## src/rtl/apu_wave_pkg.sv

```systemverilog
// Shared types and sizes for the APU wave RAM path.
package apu_wave_pkg;

    localparam int WAVE_BYTES = 16;
    localparam int WAVE_AW    = 4;

    typedef enum logic [1:0] {
        IDLE,
        SETUP,
        STROBE,
        HOLD
    } wave_arb_state_t;

    typedef enum logic {
        OWN_CPU,
        OWN_CH3
    } wave_owner_t;

    // Wraps 15 -> 0 through natural overflow of the address width.
    function automatic logic [WAVE_AW-1:0] wave_ptr_inc(input logic [WAVE_AW-1:0] p);
        return p + 1'b1;
    endfunction

endpackage

```

## src/rtl/wave_ram_arbiter.sv

```systemverilog
// Shares the 16x8 wave RAM between CPU register accesses and channel 3 sample
// fetches; owns the RAM strobes and the channel 3 byte pointer.
module wave_ram_arbiter
    import apu_wave_pkg::*;
#(
    parameter int STROBE_LEN = 2,   // 1..4 cycles of active OE/WR
    parameter bit DMG_QUIRK  = 1'b1
) (
    input  logic               clk,
    input  logic               nreset,
    input  logic               cpu_req,
    input  logic               cpu_we,
    input  logic [WAVE_AW-1:0] cpu_addr,
    input  logic [7:0]         cpu_wdata,
    output logic               cpu_ack,
    output logic [7:0]         cpu_rdata,
    input  logic               ch3_req,
    input  logic               ch3_restart,
    input  logic               ch3_active,
    output logic               ch3_ack,
    output logic [7:0]         ch3_data,
    output logic [WAVE_AW-1:0] ch3_ptr,
    output logic               ch3_overrun,
    output logic [WAVE_AW-1:0] wave_a,
    output logic               wave_ram_ctrl1,
    output logic               nwave_ram_wr,
    output logic               atok,
    input  logic [7:0]         wave_rd_d,
    input  logic [7:0]         d
);

    localparam logic [1:0] STROBE_LAST = 2'(STROBE_LEN - 1);

    wave_arb_state_t    state, state_nxt;
    wave_owner_t        owner, owner_nxt;
    logic               acc_we, acc_we_nxt;
    logic [WAVE_AW-1:0] addr_nxt;
    logic [1:0]         strobe_cnt, strobe_cnt_nxt;
    logic               pending, pending_live;
    logic               grant_ch3, strobe_done;
    logic               cpu_use_ptr;

    // Write data reaches the RAM through the top-level bus, not through this block.
    logic unused_bus;
    assign unused_bus = ^{d, cpu_wdata};

    assign pending_live = pending & ~ch3_restart;
    assign cpu_use_ptr  = DMG_QUIRK && ch3_active;

    // The owner register doubles as "previous owner" while idle, which is what
    // the alternation rule looks at.
    always_comb begin
        state_nxt      = state;
        owner_nxt      = owner;
        acc_we_nxt     = acc_we;
        addr_nxt       = wave_a;
        strobe_cnt_nxt = strobe_cnt;
        grant_ch3      = 1'b0;
        strobe_done    = 1'b0;
        case (state)
            IDLE: begin
                if (cpu_req && (owner == OWN_CH3 || !pending_live)) begin
                    state_nxt  = SETUP;
                    owner_nxt  = OWN_CPU;
                    acc_we_nxt = cpu_we;
                    addr_nxt   = cpu_use_ptr ? ch3_ptr : cpu_addr;
                end else if (pending_live) begin
                    state_nxt  = SETUP;
                    owner_nxt  = OWN_CH3;
                    acc_we_nxt = 1'b0;
                    addr_nxt   = ch3_ptr;
                    grant_ch3  = 1'b1;
                end
            end
            SETUP: begin
                state_nxt      = STROBE;
                strobe_cnt_nxt = 2'd0;
            end
            STROBE: begin
                if (strobe_cnt == STROBE_LAST) begin
                    state_nxt   = HOLD;
                    strobe_done = 1'b1;
                end else begin
                    strobe_cnt_nxt = strobe_cnt + 2'd1;
                end
            end
            HOLD: state_nxt = IDLE;
            default: state_nxt = IDLE;
        endcase
    end

    // Strobes and acks are registered from the next state so they are glitch-free
    // and drop asynchronously with reset.
    always_ff @(posedge clk or negedge nreset) begin
        if (!nreset) begin
            state          <= IDLE;
            owner          <= OWN_CPU;
            acc_we         <= 1'b0;
            strobe_cnt     <= 2'd0;
            wave_a         <= '0;
            wave_ram_ctrl1 <= 1'b1;
            nwave_ram_wr   <= 1'b1;
            atok           <= 1'b1;
            cpu_ack        <= 1'b0;
            ch3_ack        <= 1'b0;
        end else begin
            state          <= state_nxt;
            owner          <= owner_nxt;
            acc_we         <= acc_we_nxt;
            strobe_cnt     <= strobe_cnt_nxt;
            wave_a         <= addr_nxt;
            wave_ram_ctrl1 <= (state_nxt == IDLE);
            atok           <= !(state_nxt == STROBE && !acc_we_nxt);
            nwave_ram_wr   <= !(state_nxt == STROBE && acc_we_nxt);
            cpu_ack        <= (state_nxt == HOLD) && (owner_nxt == OWN_CPU);
            ch3_ack        <= (state_nxt == HOLD) && (owner_nxt == OWN_CH3);
        end
    end

    always_ff @(posedge clk or negedge nreset) begin
        if (!nreset) begin
            pending     <= 1'b0;
            ch3_overrun <= 1'b0;
            ch3_ptr     <= '0;
            cpu_rdata   <= 8'hFF;
            ch3_data    <= 8'h00;
        end else begin
            // A request landing on the grant edge becomes the next pending fetch.
            if (ch3_restart)
                pending <= 1'b0;
            else if (grant_ch3)
                pending <= ch3_req;
            else if (ch3_req)
                pending <= 1'b1;

            ch3_overrun <= ch3_req && pending && !grant_ch3 && !ch3_restart;

            if (ch3_restart)
                ch3_ptr <= '0;
            else if (strobe_done && owner == OWN_CH3)
                ch3_ptr <= wave_ptr_inc(ch3_ptr);

            if (strobe_done) begin
                if (owner == OWN_CH3)
                    ch3_data <= wave_rd_d;
                else if (!acc_we)
                    cpu_rdata <= wave_rd_d;
            end
        end
    end

endmodule
```

## config.mk

```make
export PLATFORM = sky130hd
export DESIGN_NAME = wave_ram_arbiter
export DESIGN_NICKNAME = d
export VERILOG_FILES = /design/src/rtl/apu_wave_pkg.sv /design/src/rtl/wave_ram_arbiter.sv
export SDC_FILE = /design/constraint.sdc
export NUM_CORES = 1
export LEC_CHECK = 0
export CAP_MARGIN = 20
export CORE_ASPECT_RATIO = 2
export CORE_MARGIN = 4
export CORE_UTILIZATION = 45
export DETAILED_ROUTE_END_ITERATION = 10
export GPL_ROUTABILITY_DRIVEN = 0
export PLACE_DENSITY = 0.83
export SLEW_MARGIN = 30
export SYNTH_ARGS = -nofsm -noshare
export SYNTH_HDL_FRONTEND = slang
export SYNTH_SLANG_ARGS = --single-unit
```

## constraint.sdc

```tcl
create_clock -name clk -period 4.6 [get_ports clk]
set_clock_uncertainty 0.1 [all_clocks]
set_input_delay 0.92 -clock clk [delete_from_list [all_inputs] [get_ports clk]]
set_output_delay 0.92 -clock clk [all_outputs]
set_load 0.05 [all_outputs]
```

==> summary.md, run 1 <==
| Metric | Value |
|---|---|
| Status | finished, final reports clean |
| Setup crit start kind | flip-flop |
| Mapped Cells | 128 |
| Largest stage delay, worst path | 0.81 ns |
| Fin. max-slew vios | 0 |
| Fill cells | 263 |
| FF-to-FF End | cpu_rdata[1]$_DFFE_PN1P_ |
| GR Util All Layers | 15.8% |
| Antenna Nets Post-Route | 0 |
| Setup Total Neg Slack | 0 ns |
| Internal | 0.941 mW |
| Final net count | 221 |
| Crit. End Element | output port |
| Maximum VDD drop | 0.401 mV |
| Vias in the first global route | 1173 |
| Vias per cell | 4.85 |
| Largest net degree at the start of global routing | 38 |
| Switching pwr | 0.767 mW |
| Post-CTS sizing | 0 |
| Sequential area share after synthesis | 59.1% |
| Antenna diodes | 0 |
| Htree depth | 2 |
| Maximum Capacitance Violations | 0 |
| Vias | 1110 |
| Die width | 50.0 µm |
| Core Area | 3420 µm² |
| Gr ovfl total | 0 |
| Leakage | 0.949 nW |
| RSZ-0062 raised after global routing | false |
| Post-synth EDFFs | 0 |
| TritonCTS clock tree | yes |
| Share of power burned in registers | 33.1% |
| Setup bufs post-CTS | 0 |
| Dominant synthesized flop cell | dfrtp_1 |
| Wire length per cell | 14.2 µm |
| Worst-skew pair later-pin latency | 0.28 ns |
| Final Hold Viols | 0 |
| Number of synthesized register bits | 37 |
| Critical Path AT | 1.62 ns |
| Routed WL | 3260 µm |
| Avg Inst Size Synth | 12.4 µm² |
| Clock Pin Slew Worst Setup and Hold Paths | 0.06 ns |
| Setup violators final | 0 |
| CP Depth | 1 |
| DR DRC count | 0 |
| Synthesized Nets | 169 |
| Async SR Flop Fraction | 100% |
| Tightest Pin Transition | 0.778 ns |
| CTS sink cnt | 37 |
| Post-route cell area | 2180 µm² |
| Cts hold-fix bufs | 0 |
| First-pass DRT Iterations | 4 |
| IO Count | 65 |
| Net Sw Frac | 44.9% |
| Clock power share | 12.2% |
| Period utilization | 57.3% |
| Comb power frac | 54.7% |
| Critical path type | flip-flop to output port |
| Critical Path Start | cpu_rdata[3]$_DFFE_PN1P_ |
| CP Data Required Time | 3.58 ns |
| CTS buffer count | 5 |
| Number of port buffers | 48 |
| Fraction of layout cells with a size suffix above 1 | 19.3% |
| Initial Util | 46.6% |
| # rows | 30 |
| CP endpoint | cpu_rdata[3] |
| Clock Tree Buf Depth | 2 |
| CP max stage cell | clkdlybuf4s50_1 |
| Synth warn | 0 |
| DP HPWL | 2580 µm |
| Hold/Removal Path Class | flip-flop to flip-flop |
| Power per cell area | 782 nW/µm² |
| Critical path's top delay family | buffers and inverters |
| Post-Syn Area | 1590 µm² |
| Crit-path cells | clkdlybuf4s50_1 |
| Syn-to-layout area delta | 37.4% |
| Synth unique cells | 29 |
| Hold_sp | strobe_cnt[1]$_DFFE_PN0P_ |
| Initial antenna violation count | 0 |
| Die area | 4610 µm² |
| Reg2Reg Setup Slack | 2.59 ns |
| Die height | 92.1 µm |
| Crit path buf inv count | 1 |
| Clock Root Buffer | clkbuf_8 |
| Dpl cell area | 2100 µm² |
| Worst Reg-to-Reg Cells | 5 |
| Slew HR | 48.1% |
| Crit-path max FO | 2 |
| Max Freq | 0.379 GHz |
| Starting DRT DRC Count | 21 |
| First-pass GRT wire length | 5510 µm |
| Tmin final | 2.64 ns |
| Worst r2r src | state[0]$_DFF_PN0_ |
==> cells in the final DEF, fill, tap and decap left out, types with 2 or more instances in the layout <==
cell,instances
clkdlybuf4s50_1,47
dfrtp_1,26
mux2_2,16
nor2_1,11
dfstp_2,11
nand2_1,9
inv_1,7
ha_1,6
a21oi_1,5
o21ai_0,5
clkbuf_8,5
mux2i_1,4
and3_1,3
nand2b_1,3
clkbuf_1,3
o21a_1,2
nand4_1,2
xnor2_1,2
nand3_1,2
xor2_1,2
==> stage by stage <==
stage | setup slack, ns | std cells | util, % | total power, mW | hold slack, ns
global placement | 1.81 | 221 | 61.6 | 1.48 | 0.382
detailed placement | 1.74 | 221 | 61.6 | 1.52 | 0.389
floorplan | 2.56 | 128 | - | 1.22 | 0.368
finish | 1.96 | 229 | 64.0 | 1.71 | 0.396
global route | 1.91 | 229 | 64.0 | 1.80 | 0.421
CTS | 1.94 | 229 | 64.0 | 1.73 | 0.404
==> synthesized netlist by cell type (all sizes together), types with 3 or more instances <==
| cell type | number | area [µm²] |
|---|---|---|
| nand2 | 9 | 33.8 |
| mux2 | 16 | 180 |
| inv | 7 | 26.3 |
| and3 | 3 | 18.8 |
| nand2b | 3 | 18.8 |
| nor2 | 11 | 41.3 |
| a21oi | 5 | 25.0 |
| dfrtp | 26 | 651 |
| dfstp | 11 | 289 |
| ha | 6 | 75.1 |
| o21ai | 5 | 25.0 |
| mux2i | 4 | 40.0 |
==> registers in the layout, indices dropped and copies added (netlist names) <==
register        flops
ch3_data            8
atok                1
ch3_overrun         1
acc_we              1
strobe_cnt          2
ch3_ack             1
ch3_ptr             4
pending             1
cpu_rdata           8
nwave_ram_wr        1
cpu_ack             1
wave_a              4
wave_ram_ctrl1      1
owner               1
state               2
==> metal layers <==
metal / vias to the layer above / part of all wire [%] / GRT usage (%)
li1: 533 / - / -
met4: 0 / 1.5 / 5.54
met1: 547 / 33 / 15.5
met5: - / 0 / 0
met3: 4 / 4.3 / 4.23
met2: 26 / 61 / 29.9
==> power groups by stage <==
stage / clock, mW / combinational, mW / sequential (mW)
floorplan: 0 / 0.274 / 0.948
global placement: 0 / 0.916 / 0.561
detailed placement: 0 / 0.944 / 0.573
CTS: 0.217 / 0.945 / 0.566
global route: 0.230 / 0.987 / 0.583
finish: 0.208 / 0.935 / 0.565
==> how the worst min path moves through the flow <==
stage | slack, ns | depth (start not counted) | endpoint
6_report | 0.40 | 2 | strobe_cnt[1]$_DFFE_PN0P_
5_1_grt | 0.42 | 1 | ch3_data[4]$_DFFE_PN0P_
4_1_cts | 0.40 | 2 | strobe_cnt[1]$_DFFE_PN0P_
3_5_place_dp | 0.39 | 2 | strobe_cnt[1]$_DFFE_PN0P_
3_3_place_gp | 0.38 | 2 | strobe_cnt[1]$_DFFE_PN0P_
2_1_floorplan | 0.37 | 2 | strobe_cnt[1]$_DFFE_PN0P_
==> cell type report <==
type / count / area [µm²] / share of cell area [%]
well taps: 48 / 60.1 / 2.75
inverters: 7 / 26.3 / 1.20
repair buffers: 48 / 475 / 21.8
multi-input cells: 81 / 603 / 27.6
flip-flops and latches: 37 / 940 / 43.0
clock buffers: 8 / 80.1 / 3.67
==> cells by family (layout without fill, tap and decap cells) <==
family	count (synthesis)	count (layout)	share of synthesized area, %
adders and majority gates	6	6	4.72
xor gates and xnor gates	4	4	2.20
and+or+nand+nor	38	38	12.7
muxes	20	20	13.8
DFF	37	37	59.1
AOI/OAI and AO/OA	13	13	4.48
buffers and inverters	10	63	2.99
Note: power is estimated with default switching activity, not from simulation.
==> run 2, diff against run 1 <==
--- a/config.mk
+++ b/config.mk
@@ -8,10 +8,10 @@
 export CAP_MARGIN = 20
 export CORE_ASPECT_RATIO = 2
 export CORE_MARGIN = 4
-export CORE_UTILIZATION = 45
+export CORE_UTILIZATION = 38
 export DETAILED_ROUTE_END_ITERATION = 10
 export GPL_ROUTABILITY_DRIVEN = 0
-export PLACE_DENSITY = 0.83
+export PLACE_DENSITY = 0.75
 export SLEW_MARGIN = 30
 export SYNTH_ARGS = -nofsm -noshare
 export SYNTH_HDL_FRONTEND = slang
==> constraint.sdc (replaced) <==
create_clock -name clk -period 2.4 [get_ports clk]
set_clock_uncertainty 0.1 [all_clocks]
set_input_delay 0.48 -clock clk [delete_from_list [all_inputs] [get_ports clk]]
set_output_delay 0.48 -clock clk [all_outputs]
set_load 0.05 [all_outputs]
==> run 2 against run 1 <==
  * First-iteration DRC count fell by 14%
  * Clock power rose by 110%
  * Core utilization shrank 9.3 points
  * Setup slack got worse by 1.7 ns
  * Cell count up 3.5%
==> summary.md, run 2 (same netlist as run 1, synthesis figures left out) <==
| Metric | Value |
|---|---|
| Crit path buf inv count | 1 |
| Period utilization | 91.0% |
| Gr ovfl total | 0 |
| Fraction of layout cells with a size suffix above 1 | 21.1% |
| Initial Util | 38.9% |
| Clock power share | 13.0% |
| Power Total | 3.32 mW |
| Clock Root Buffer | clkbuf_8 |
| Critical Path AT | 1.60 ns |
| Clock Pin Slew Worst Setup and Hold Paths | 0.06 ns |
| Crit. End Element | output port |
| Die area | 5350 µm² |
| # rows | 33 |
| CTS sink cnt | 37 |
| Setup bufs post-CTS | 0 |
| Worst r2r src | state[0]$_DFF_PN0_ |
| Maximum VDD drop | 0.761 mV |
| Final Hold Viols | 0 |
| Switching pwr | 1.47 mW |
| Clock Tree Buf Depth | 2 |
| Worst-skew pair later-pin latency | 0.28 ns |
| DR DRC count | 0 |
| Number of port buffers | 48 |
| TritonCTS clock tree | yes |
| Power per cell area | 1480 nW/µm² |
| Wire length per cell | 13.6 µm |
| Fill cells | 344 |
| GR Util All Layers | 13.7% |
| Initial antenna violation count | 0 |
| Most common cell after layout, fill and taps aside | clkdlybuf4s50_1 |
| Routed WL | 3220 µm |
| Cts hold-fix bufs | 0 |
| First-pass GRT wire length | 5440 µm |
| Final net count | 225 |
| Antenna diodes | 0 |
| Syn-to-layout area delta | 40.5% |
| Tmin final | 2.18 ns |
| Final worst slack | 0.215 ns |
| Comb power frac | 54.3% |
| CP max stage cell | clkdlybuf4s50_1 |
| Slew HR | 65.2% |
| Setup crit start kind | flip-flop |
| IO Count | 65 |
| Dpl cells | 229 |
| Largest regs | ch3_data (8), cpu_rdata (8) |
| Pre-CTS WS | 0.192 ns |
| Maximum Capacitance Violations | 0 |
| Largest stage delay, worst path | 0.80 ns |
| Worst-case hold slack | 0.402 ns |
| Non-filler cells, final | 237 |
| DP HPWL | 2510 µm |
| CP Data Required Time | 1.82 ns |
| Vias | 1143 |
| First-pass DRT Iterations | 4 |
| Crit-path max FO | 2 |
| Vias per cell | 4.82 |
| Max Freq | 0.458 GHz |
| Vias in the first global route | 1267 |
| Die width | 53.7 µm |
| Htree depth | 2 |
| Status | finished, final reports clean |
| Fin. max-slew vios | 0 |
| Critical Path Start | cpu_rdata[3]$_DFFE_PN1P_ |
| Antenna Nets Post-Route | 0 |
| Die height | 99.5 µm |
| CTS buffer count | 5 |
| Post-CTS sizing | 0 |
| Critical path's top delay family | buffers and inverters |
| Tightest Pin Transition | 0.517 ns |
| Hold_sp | ch3_data[3]$_DFFE_PN0P_ |
| Internal | 1.84 mW |
| Core Area | 4090 µm² |
| Crit-path cells | clkdlybuf4s50_1 |
| Hold/Removal Path Class | flip-flop to flip-flop |
| Setup violators final | 0 |
| Net Sw Frac | 44.4% |
| RSZ-0062 raised after global routing | false |
| Setup Total Neg Slack | 0 ns |
| Starting DRT DRC Count | 18 |
| Largest net degree at the start of global routing | 38 |
| Leakage | 0.975 nW |
| Critical path type | flip-flop to output port |
| Share of power burned in registers | 32.7% |
| Most frequent cells in the layout | clkdlybuf4s50_1 (48), dfrtp_1 (26), mux2_2 (16) |
run 2: worst paths after layout:
path                                             to  cells past startpoint  slack [ns]
min                         ch3_data[3]$_DFFE_PN0P_                      1        0.40
min in group asynchronous         ch3_ack$_DFF_PN0_                      2        0.52
max reg2reg                 ch3_data[5]$_DFFE_PN0P_                      4        0.54
max in group asynchronous  cpu_rdata[5]$_DFFE_PN1P_                      2        1.34
max                                    cpu_rdata[3]                      1        0.22
min reg2reg                 ch3_data[3]$_DFFE_PN0P_                      1        0.40
run 2: layout make-up:
cell class / instances / area [µm²] / area share (%)
flip-flops and latches: 37 / 940 / 42.0
multi-input cells: 81 / 603 / 27.0
repair buffers: 52 / 510 / 22.8
clock buffers: 8 / 90.1 / 4.03
well taps: 52 / 65.1 / 2.91
inverters: 7 / 26.3 / 1.18
run 2: layer usage:
layer  GRT usage (%)  part of all wire [%]  vias to the layer above
met2            24.5                    55                       50
met3            3.00                   7.0                        5
met4            7.09                   1.9                        0
li1                -                     -                      542
met1            13.8                    36                      546
met5               0                     0                        -
run 2: through the flow:
stage	area, µm²	utilization [%]
after detailed placement	2140	52.5
after global placement	2140	52.5
after floorplan	1590	-
after CTS	2230	54.7
after global routing	2230	54.7
final	2230	54.7
run 2: power groups by stage:
| stage | clock, mW | sequential (mW) | combinational [mW] |
|---|---|---|---|
| after detailed placement | 0 | 1.10 | 1.82 |
| after global routing | 0.473 | 1.12 | 1.92 |
| after CTS | 0.449 | 1.09 | 1.82 |
| final | 0.431 | 1.08 | 1.80 |
| after floorplan | 0 | 1.82 | 0.524 |
| after global placement | 0 | 1.08 | 1.78 |
==> run 3, diff against run 2 <==
--- a/config.mk
+++ b/config.mk
@@ -8,10 +8,10 @@
 export CAP_MARGIN = 20
 export CORE_ASPECT_RATIO = 2
 export CORE_MARGIN = 4
-export CORE_UTILIZATION = 38
+export CORE_UTILIZATION = 45
 export DETAILED_ROUTE_END_ITERATION = 10
+export DONT_BUFFER_PORTS = 1
 export GPL_ROUTABILITY_DRIVEN = 0
-export PLACE_DENSITY = 0.75
 export SLEW_MARGIN = 30
 export SYNTH_ARGS = -nofsm -noshare
 export SYNTH_HDL_FRONTEND = slang
==> constraint.sdc (replaced) <==
create_clock -name clk -period 2.5 [get_ports clk]
set_clock_uncertainty 0.1 [all_clocks]
set_input_delay 0.5 -clock clk [delete_from_list [all_inputs] [get_ports clk]]
set_output_delay 0.5 -clock clk [all_outputs]
set_load 0.05 [all_outputs]
==> run 3 against run 2 <==
  * Total power fell by 17%
  * Via count fell by 16%
  * Register-to-register slack improved by 0.09 ns
  * Combinational power fell by 68%
  * Sequential share of layout area rose by 12 points
  * Count of clock-buffer cells in the layout fell by 2
  * Final area fell by 22%
  * First-iteration DRC count fell by 33%
  * Clock power fell by 9.0%
  * Routed wire length fell by 5.7%
  * Sequential power rose by 66%
  * Critical path type is now flip-flop to flip-flop
  * Largest power group is now registers
==> summary.md, run 3 (same netlist as run 1, synthesis figures left out) <==
| Metric | Value |
|---|---|
| Htree depth | 2 |
| Slew HR | 61.0% |
| Vias per cell | 5.24 |
| Die width | 50.0 µm |
| TritonCTS clock tree | yes |
| Wire length per cell | 16.5 µm |
| # rows | 30 |
| RSZ-0062 raised after global routing | false |
| Clock Tree Buf Depth | 2 |
| Clock Pin Slew Worst Setup and Hold Paths | 0.07 ns |
| Die area | 4610 µm² |
| CTS buffer count | 5 |
| Most frequent cells in the layout | dfrtp_1 (26), mux2_2 (16), nor2_1 (11), dfstp_2 (11), nand2_1 (9) |
| Fin. max-slew vios | 0 |
| Gr ovfl total | 0 |
| First-pass DRT Iterations | 3 |
| Most common cell after layout, fill and taps aside | dfrtp_1 |
| Antenna Nets Post-Route | 0 |
| Setup Total Neg Slack | 0 ns |
| Fraction of layout cells with a size suffix above 1 | 27.9% |
| Period utilization | 74.6% |
| Grt met2 use | 26.9% |
| IO Count | 65 |
| Final Hold Viols | 0 |
| Largest net degree at the start of global routing | 38 |
| Antenna diodes | 0 |
| Power Total | 2.77 mW |
| DR DRC count | 0 |
| Status | finished, final reports clean |
| GR peak layer | met2 |
| Crit. End Element | flip-flop |
| Largest regs | ch3_data (8), cpu_rdata (8) |
| Final net count | 176 |
| Number of port buffers | 0 |
| GR Util All Layers | 14.8% |
| Fill cells | 328 |
| GR Layer Usage met3 | 5.37% |
| Worst-skew pair later-pin latency | 0.28 ns |
| Tmin final | 1.87 ns |
| Leakage | 0.789 nW |
| Critical path type | flip-flop to flip-flop |
| Syn-to-layout area delta | 9.99% |
| DP HPWL | 2260 µm |
| Initial antenna violation count | 0 |
| Clock Root Buffer | clkbuf_8 |
| Critical Path AT | 1.93 ns |
| Maximum VDD drop | 0.626 mV |
| Starting DRT DRC Count | 12 |
| Tightest Pin Transition | 0.585 ns |
| Routed WL | 3030 µm |
| Maximum Capacitance Violations | 0 |
| Hold/Removal Path Class | input port to flip-flop |
| Power per cell area | 1580 nW/µm² |
| First-pass GRT wire length | 4960 µm |
| Max Freq | 0.536 GHz |
| Initial Util | 46.6% |
| Setup violators final | 0 |
| Post-CTS sizing | 0 |
| Vias | 964 |
| CP Data Required Time | 2.56 ns |
| Core Area | 3420 µm² |
| Vias in the first global route | 1017 |
| Grt met1 use | 13.7% |
| Setup crit start kind | flip-flop |
| Crit-path max FO | 9 |
| CTS sink cnt | 37 |
| Die height | 92.1 µm |
[run 3: changes by cell type in the layout (fill, tap and decap cells not counted), sizes merged]
cell and change:
clkdlybuf4s50 -48, buf -2, clkbuf -2, clkinv +2, dlygate4sd3 +1
[run 3: metrics by stage]
stage / instances / instance area (µm²) / hold WS [ns] / setup WS (ns) / util [%]
floorplan: 128 / 1590 / 0.104 / 0.762 / -
global placement: 174 / 1640 / 0.105 / 0.672 / 47.9
detailed placement: 174 / 1640 / 0.106 / 0.622 / 47.9
CTS: 184 / 1750 / 0.167 / 0.604 / 51.2
global route: 184 / 1750 / 0.147 / 0.483 / 51.2
finish: 184 / 1750 / 0.174 / 0.634 / 51.2
[run 3: final cells by class]
type	instances	area (µm²)	area share, %
Sequential cell	37	940	53.7
Tap cell	48	60.1	3.43
Multi-Input combinational cell	81	603	34.5
Clock inverter	2	10.0	0.572
Timing Repair Buffer	3	37.5	2.15
Inverter	7	26.3	1.50
Clock buffer	6	72.6	4.15
[run 3: worst paths after layout]
check,from,endpoint,slack [ns],cells after the start
min,ch3_restart,ch3_ptr[3]$_DFFE_PN0P_,0.17,1
min reg2reg,strobe_cnt[1]$_DFFE_PN0P_,strobe_cnt[1]$_DFFE_PN0P_,0.40,2
min in group asynchronous,nreset,ch3_data[4]$_DFFE_PN0P_,0.58,2
max,state[0]$_DFF_PN0_,ch3_data[1]$_DFFE_PN0P_,0.63,4
max reg2reg,state[0]$_DFF_PN0_,ch3_data[1]$_DFFE_PN0P_,0.63,4
max in group asynchronous,nreset,atok$_DFF_PN1_,1.47,2
[run 3: power breakdown]
part	internal (mW)	total, mW	switching, mW
Combinational	0.287	0.583	0.296
Clock	0.193	0.392	0.199
Sequential	0.917	1.79	0.874
Total	1.40	2.77	1.37
[run 3: worst max-delay path, stage by stage, from the launching register on]
cell,delay (ns)
dfrtp_1,0.41
inv_1,0.11
ha_1,0.29
nand3_1,0.43
mux2_2,0.42
[run 3: routing by layer]
metal	wire length (µm)	vias to the layer above	part of all wire, %
met3	174	6	5.7
li1	-	444	-
met4	65	0	2.1
met1	1020	485	33
met2	1780	29	59
met5	0	-	0
[run 3: repair_timing]
action | in CTS | in global routing
hold endpoints to repair | 37 | 0
setup buffers | 0 | 0
hold buffers | 2 | 0
setup endpoints to repair | 0 | 0
==> RTL change 1, RTL diff (settings of run 2) <==
Change the package constant `WAVE_AW` from 4 to 3.
--- a/src/rtl/apu_wave_pkg.sv
+++ b/src/rtl/apu_wave_pkg.sv
@@ -2,7 +2,7 @@
 package apu_wave_pkg;
 
     localparam int WAVE_BYTES = 16;
-    localparam int WAVE_AW    = 4;
+    localparam int WAVE_AW    = 3;
 
     typedef enum logic [1:0] {
         IDLE,
Interface: changed (resized ch3_ptr, cpu_addr and wave_a); port bits go from 65 to 62. The function was not compared with the original's and may differ.
==> RTL change 1 against run 2 <==
  * Wire length rose by 0.90%
  * Die area fell by 4.1%
  * Hold slack improved by 2.8 ps
  * Critical endpoint is now cpu_rdata[0]
  * Total power rose by 0.66%
  * Worst setup slack got worse by 35 ps
  * Sequential cell count fell by 2
  * Clock power rose by 21%
  * Synthesized area fell by 4.6%
  * Design area fell by 4.1%
==> RTL change 1: results (changes against run 2) <==
| Metric | Value |
|---|---|
| VDD IR-drop max | `0.000842 V (+11%)` |
| Pwr per Cell Area | `1560 nW/um^2 (+5.0%)` |
| Reg2Reg Capture Point | `cpu_rdata[4]` |
| Via/cell ratio | `4.76 (-1.3%)` |
| Reg2reg setup slack | `450 ps (-90 ps)` |
| Hpwl dp | `2.49 mm (-0.64%)` |
| First-pass GRT wire length | `5.25 mm (-3.4%)` |
| Routing usage on met1 | `13.5% (-0.31 points)` |
| Avg Cell Area, Syn | `13.2 sq um (+6.2%)` |
| Wire length on met3 | `104 um (-54%)` |
| Met3 Use GR | `2.92% (-0.080 points)` |
| Critical Path Source | `cpu_rdata[0]` |
| Max Used Layer | `met4` |
| Worst path max stage delay | `830 ps (+30 ps)` |
| Clk. pwr | `520 uW (+21%)` |
| Net total in the final layout | `206 (-8.4%)` |
| Commonest cells in the netlist | `24 x dfrtp_1, 16 x mux2_2, 11 x dfstp_2, 9 x nor2_1, 8 x nand2_1` |
| Worst-margin pin slew | `541 ps (+24.4 ps)` |
| LEAKAGE | `0.000921 uW (-5.6%)` |
| Post-synth cell types | `27 (-6.9%)` |
| Arrival time at the worst endpoint | `1640 ps (+40 ps)` |
| Compound-Gate Fraction of Synth Area | `5.77% (+1.3 points)` |
| Post-synthesis sequential area ratio | `58.6% (-0.47 points)` |
| I/O Buffers | `45 (-6.3%)` |
| Met1 WL | `1.18 mm (+1.7%)` |
| Largest registers | `ch3_data: 8 flops, cpu_rdata: 8 flops` |
| Post-synthesis xor/xnor area fraction | `1.73% (-0.47 points)` |
| Synthesized Nets | `155 (-8.3%)` |
| Adder-Cell Fraction of Synth Area | `4.95% (+0.23 points)` |
| Drt total wl | `3.25 mm (+0.90%)` |
| Fillers | `350 (+1.7%)` |
| Share of cells above drive strength 1 | `25.1% (+4.1 points)` |
| Cell Count, Final, Fillers Out | `218 (-8.0%)` |
| GR Layer Usage met2 | `25.3% (+0.80 points)` |
| Top post-synthesis cells by area | `dfrtp_1 40%, dfstp_2 19%, mux2_2 12%` |
| GRT Util Overall | `14.2% (+0.47 points)` |
| Max Clock Freq | `0.451 GHz (-1.6%)` |
| Pre-CTS WS | `201 ps (+9.81 ps)` |
| Post-synthesis mux area share | `14.5% (+0.66 points)` |
| Hold depth | `1 (unchanged)` |
| DRT iter0 DRCs | `6 (-12)` |
| Pin count of the biggest net entering global routing | `36 (-5.3%)` |
| Sw Share | `44.0% (-0.39 points)` |
| Status | `completed` |
| Crit path to | `cpu_rdata[0]` |
| Met2 wire length | `1.86 mm (+4.9%)` |
| Placed instance area | `2030 sq um (-5.4%)` |
==> RTL change 1: cell count changes in the layout (fill, tap and decap cells not counted), sizes merged, moves of 2 or more <==
cell / run 2 / this run
o21ai: 5 / 3
dfrtp: 26 / 24
buf: 4 / 1
clkinv: 0 / 2
nor2: 11 / 9
clkdlybuf4s50: 48 / 45
inv: 7 / 5
clkbuf: 8 / 5
and3: 3 / 1
==> RTL change 1: cell families after synthesis <==
kind of cell             Yosys count
AND/OR/NAND/NOR                   33
buffers and inverters              7
AO/OA/AOI/OAI                     11
adder cells (fa/ha/maj)            6
flip-flops                        35
multiplexers                      20
XOR/XNOR                           3
==> RTL change 1: cell type report <==
cell class / count / area (sq um) / area share [%]
clock buffers: 5 / 68.8 / 3.21
clock inverters: 3 / 43.8 / 2.04
inverters: 5 / 18.8 / 0.876
multi-input cells: 73 / 599 / 28.0
flip-flops and latches: 35 / 890 / 41.5
well taps: 51 / 63.8 / 2.98
repair buffers: 46 / 458 / 21.4
==> RTL change 2, RTL diff (flow settings as in run 2) <==
Made on the original files. Encoding of `wave_arb_state_t`: now one-hot (4 bits for 4 states).
--- a/src/rtl/apu_wave_pkg.sv
+++ b/src/rtl/apu_wave_pkg.sv
@@ -4,11 +4,11 @@
     localparam int WAVE_BYTES = 16;
     localparam int WAVE_AW    = 4;
 
-    typedef enum logic [1:0] {
-        IDLE,
-        SETUP,
-        STROBE,
-        HOLD
+    typedef enum logic [3:0] {
+        IDLE   = 4'b0001,
+        SETUP  = 4'b0010,
+        STROBE = 4'b0100,
+        HOLD   = 4'b1000
     } wave_arb_state_t;
 
     typedef enum logic {
Function: same outputs for any inputs over 10 cycles, from zero or initial values and one cycle with nreset low; not proved beyond that.
==> RTL change 2 against run 2 <==
  * Sequential cell count rose by 2
  * Count of clock-buffer cells in the layout fell by 1
  * Worst setup slack got worse by 45 ps
  * Wire length rose by 12%
  * Core utilization rose by 0.12 points
  * Design area rose by 2.2%
  * Die area rose by 3.8%
  * Synthesized area rose by 4.3%
  * Total power fell by 8.1%
  * Critical path type unchanged
  * Largest cell class unchanged
  * Largest power group unchanged
==> RTL change 2: results (changes against run 2) <==
| Metric | Value |
|---|---|
| Hpwl dp | `2.74 mm (+9.0%)` |
| Status | `completed` |
| CTS max path bufs | `2 (unchanged)` |
| Drt total wl | `3.60 mm (+12%)` |
| Fillers | `356 (+3.5%)` |
| Pin count of the biggest net entering global routing | `40 (+5.3%)` |
| First-pass GRT wire length | `6.14 mm (+13%)` |
| Vias in the first global route | `1351 (+6.6%)` |
| Post-synthesis sequential area ratio | `59.7% (+0.64 points)` |
| GRT Util Overall | `15.3% (+1.6 points)` |
| Arrival time at the worst endpoint | `1650 ps (+50 ps)` |
| LEAKAGE | `0.000981 uW (+0.60%)` |
| CP max FO | `2 (unchanged)` |
| Yosys warns | `0 (unchanged)` |
| Post-synth cell types | `33 (+14%)` |
| Worst path max stage delay | `820 ps (+20 ps)` |
| Met1 WL | `1.27 mm (+9.9%)` |
| Via/cell ratio | `5.08 (+5.4%)` |
| Top post-synthesis cells by area | `dfrtp_1 41%, dfstp_2 19%, mux2_1 9.5%` |
| Pre-CTS WS | `159 ps (-32.7 ps)` |
| Hold WC Path Type | `input pin to asynchronous set/reset pin` |
| Met2 wire length | `2.00 mm (+13%)` |
| Synthesized Nets | `167 (-1.2%)` |
| Max_slew headroom | `44.1% (-21 points)` |
| Net total in the final layout | `221 (-1.8%)` |
| Commonest cells in the netlist | `27 x dfrtp_1, 14 x mux2_1, 12 x dfstp_2, 12 x nor2_1` |
| Share of cells above drive strength 1 | `15.1% (-5.9 points)` |
| Wire length on met3 | `258 um (+15%)` |
| Post-cts sizing count | `0 (unchanged)` |
| VDD IR-drop max | `0.000975 V (+28%)` |
| CTS clk-pin slew, worst paths | `80 ps (+20 ps)` |
| DRT iter0 DRCs | `26 (+8)` |
| Slowest CP cell | `clkdlybuf4s50_1` |
| Placed instance area | `2190 sq um (+2.1%)` |
| Max Used Layer | `met4` |
[RTL change 2: worst paths after layout]
check	startpoint	to	slack, ps	cells past startpoint
min	nreset	ch3_data[2]	190	1
min reg2reg	ch3_data[7]	ch3_data[7]	400	1
max reg2reg	state[2]	cpu_rdata[4]	410	4
max	cpu_rdata[3]	cpu_rdata[3]	170	1
max in group asynchronous	nreset	wave_a[2]	1490	1
min in group clk	ch3_data[7]	ch3_data[7]	400	1
[RTL change 2: layer usage]
metal,vias to the layer above,track usage (%)
met1,593,16.5
li1,561,-
met5,-,0
met2,44,26.2
met4,0,6.91
met3,7,4.57
[RTL change 2: cell families after synthesis]
logic type	share of synthesized area, %
muxes	14.5
xor gates and xnor gates	1.06
DFF	59.7
AOI/OAI and AO/OA	7.99
adders and majority gates	1.51
and+or+nand+nor	11.7
buffers and inverters	3.54
[RTL change 2: cell type report]
class / instances / area, sq um / area share [%]
Sequential cell: 39 / 991 / 43.4
Multi-Input combinational cell: 80 / 609 / 26.7
Clock inverter: 1 / 8.76 / 0.383
Inverter: 7 / 26.3 / 1.15
Tap cell: 52 / 65.1 / 2.85
Timing Repair Buffer: 51 / 498 / 21.8
Clock buffer: 7 / 86.3 / 3.78
[RTL change 2: report_power, final]
part	total (uW)	internal, uW	switching [uW]
logic	1470	540	926
registers	1120	951	167
clock network	462	235	227
[RTL change 2: per-stage QoR]
stage,hold WS [ps],utilization (%),cells
detailed placement,384,52.5,229
floorplan,84.4,-,130
finish,188,54.8,237
global placement,380,52.5,229
global route,227,54.8,237
CTS,204,54.8,237
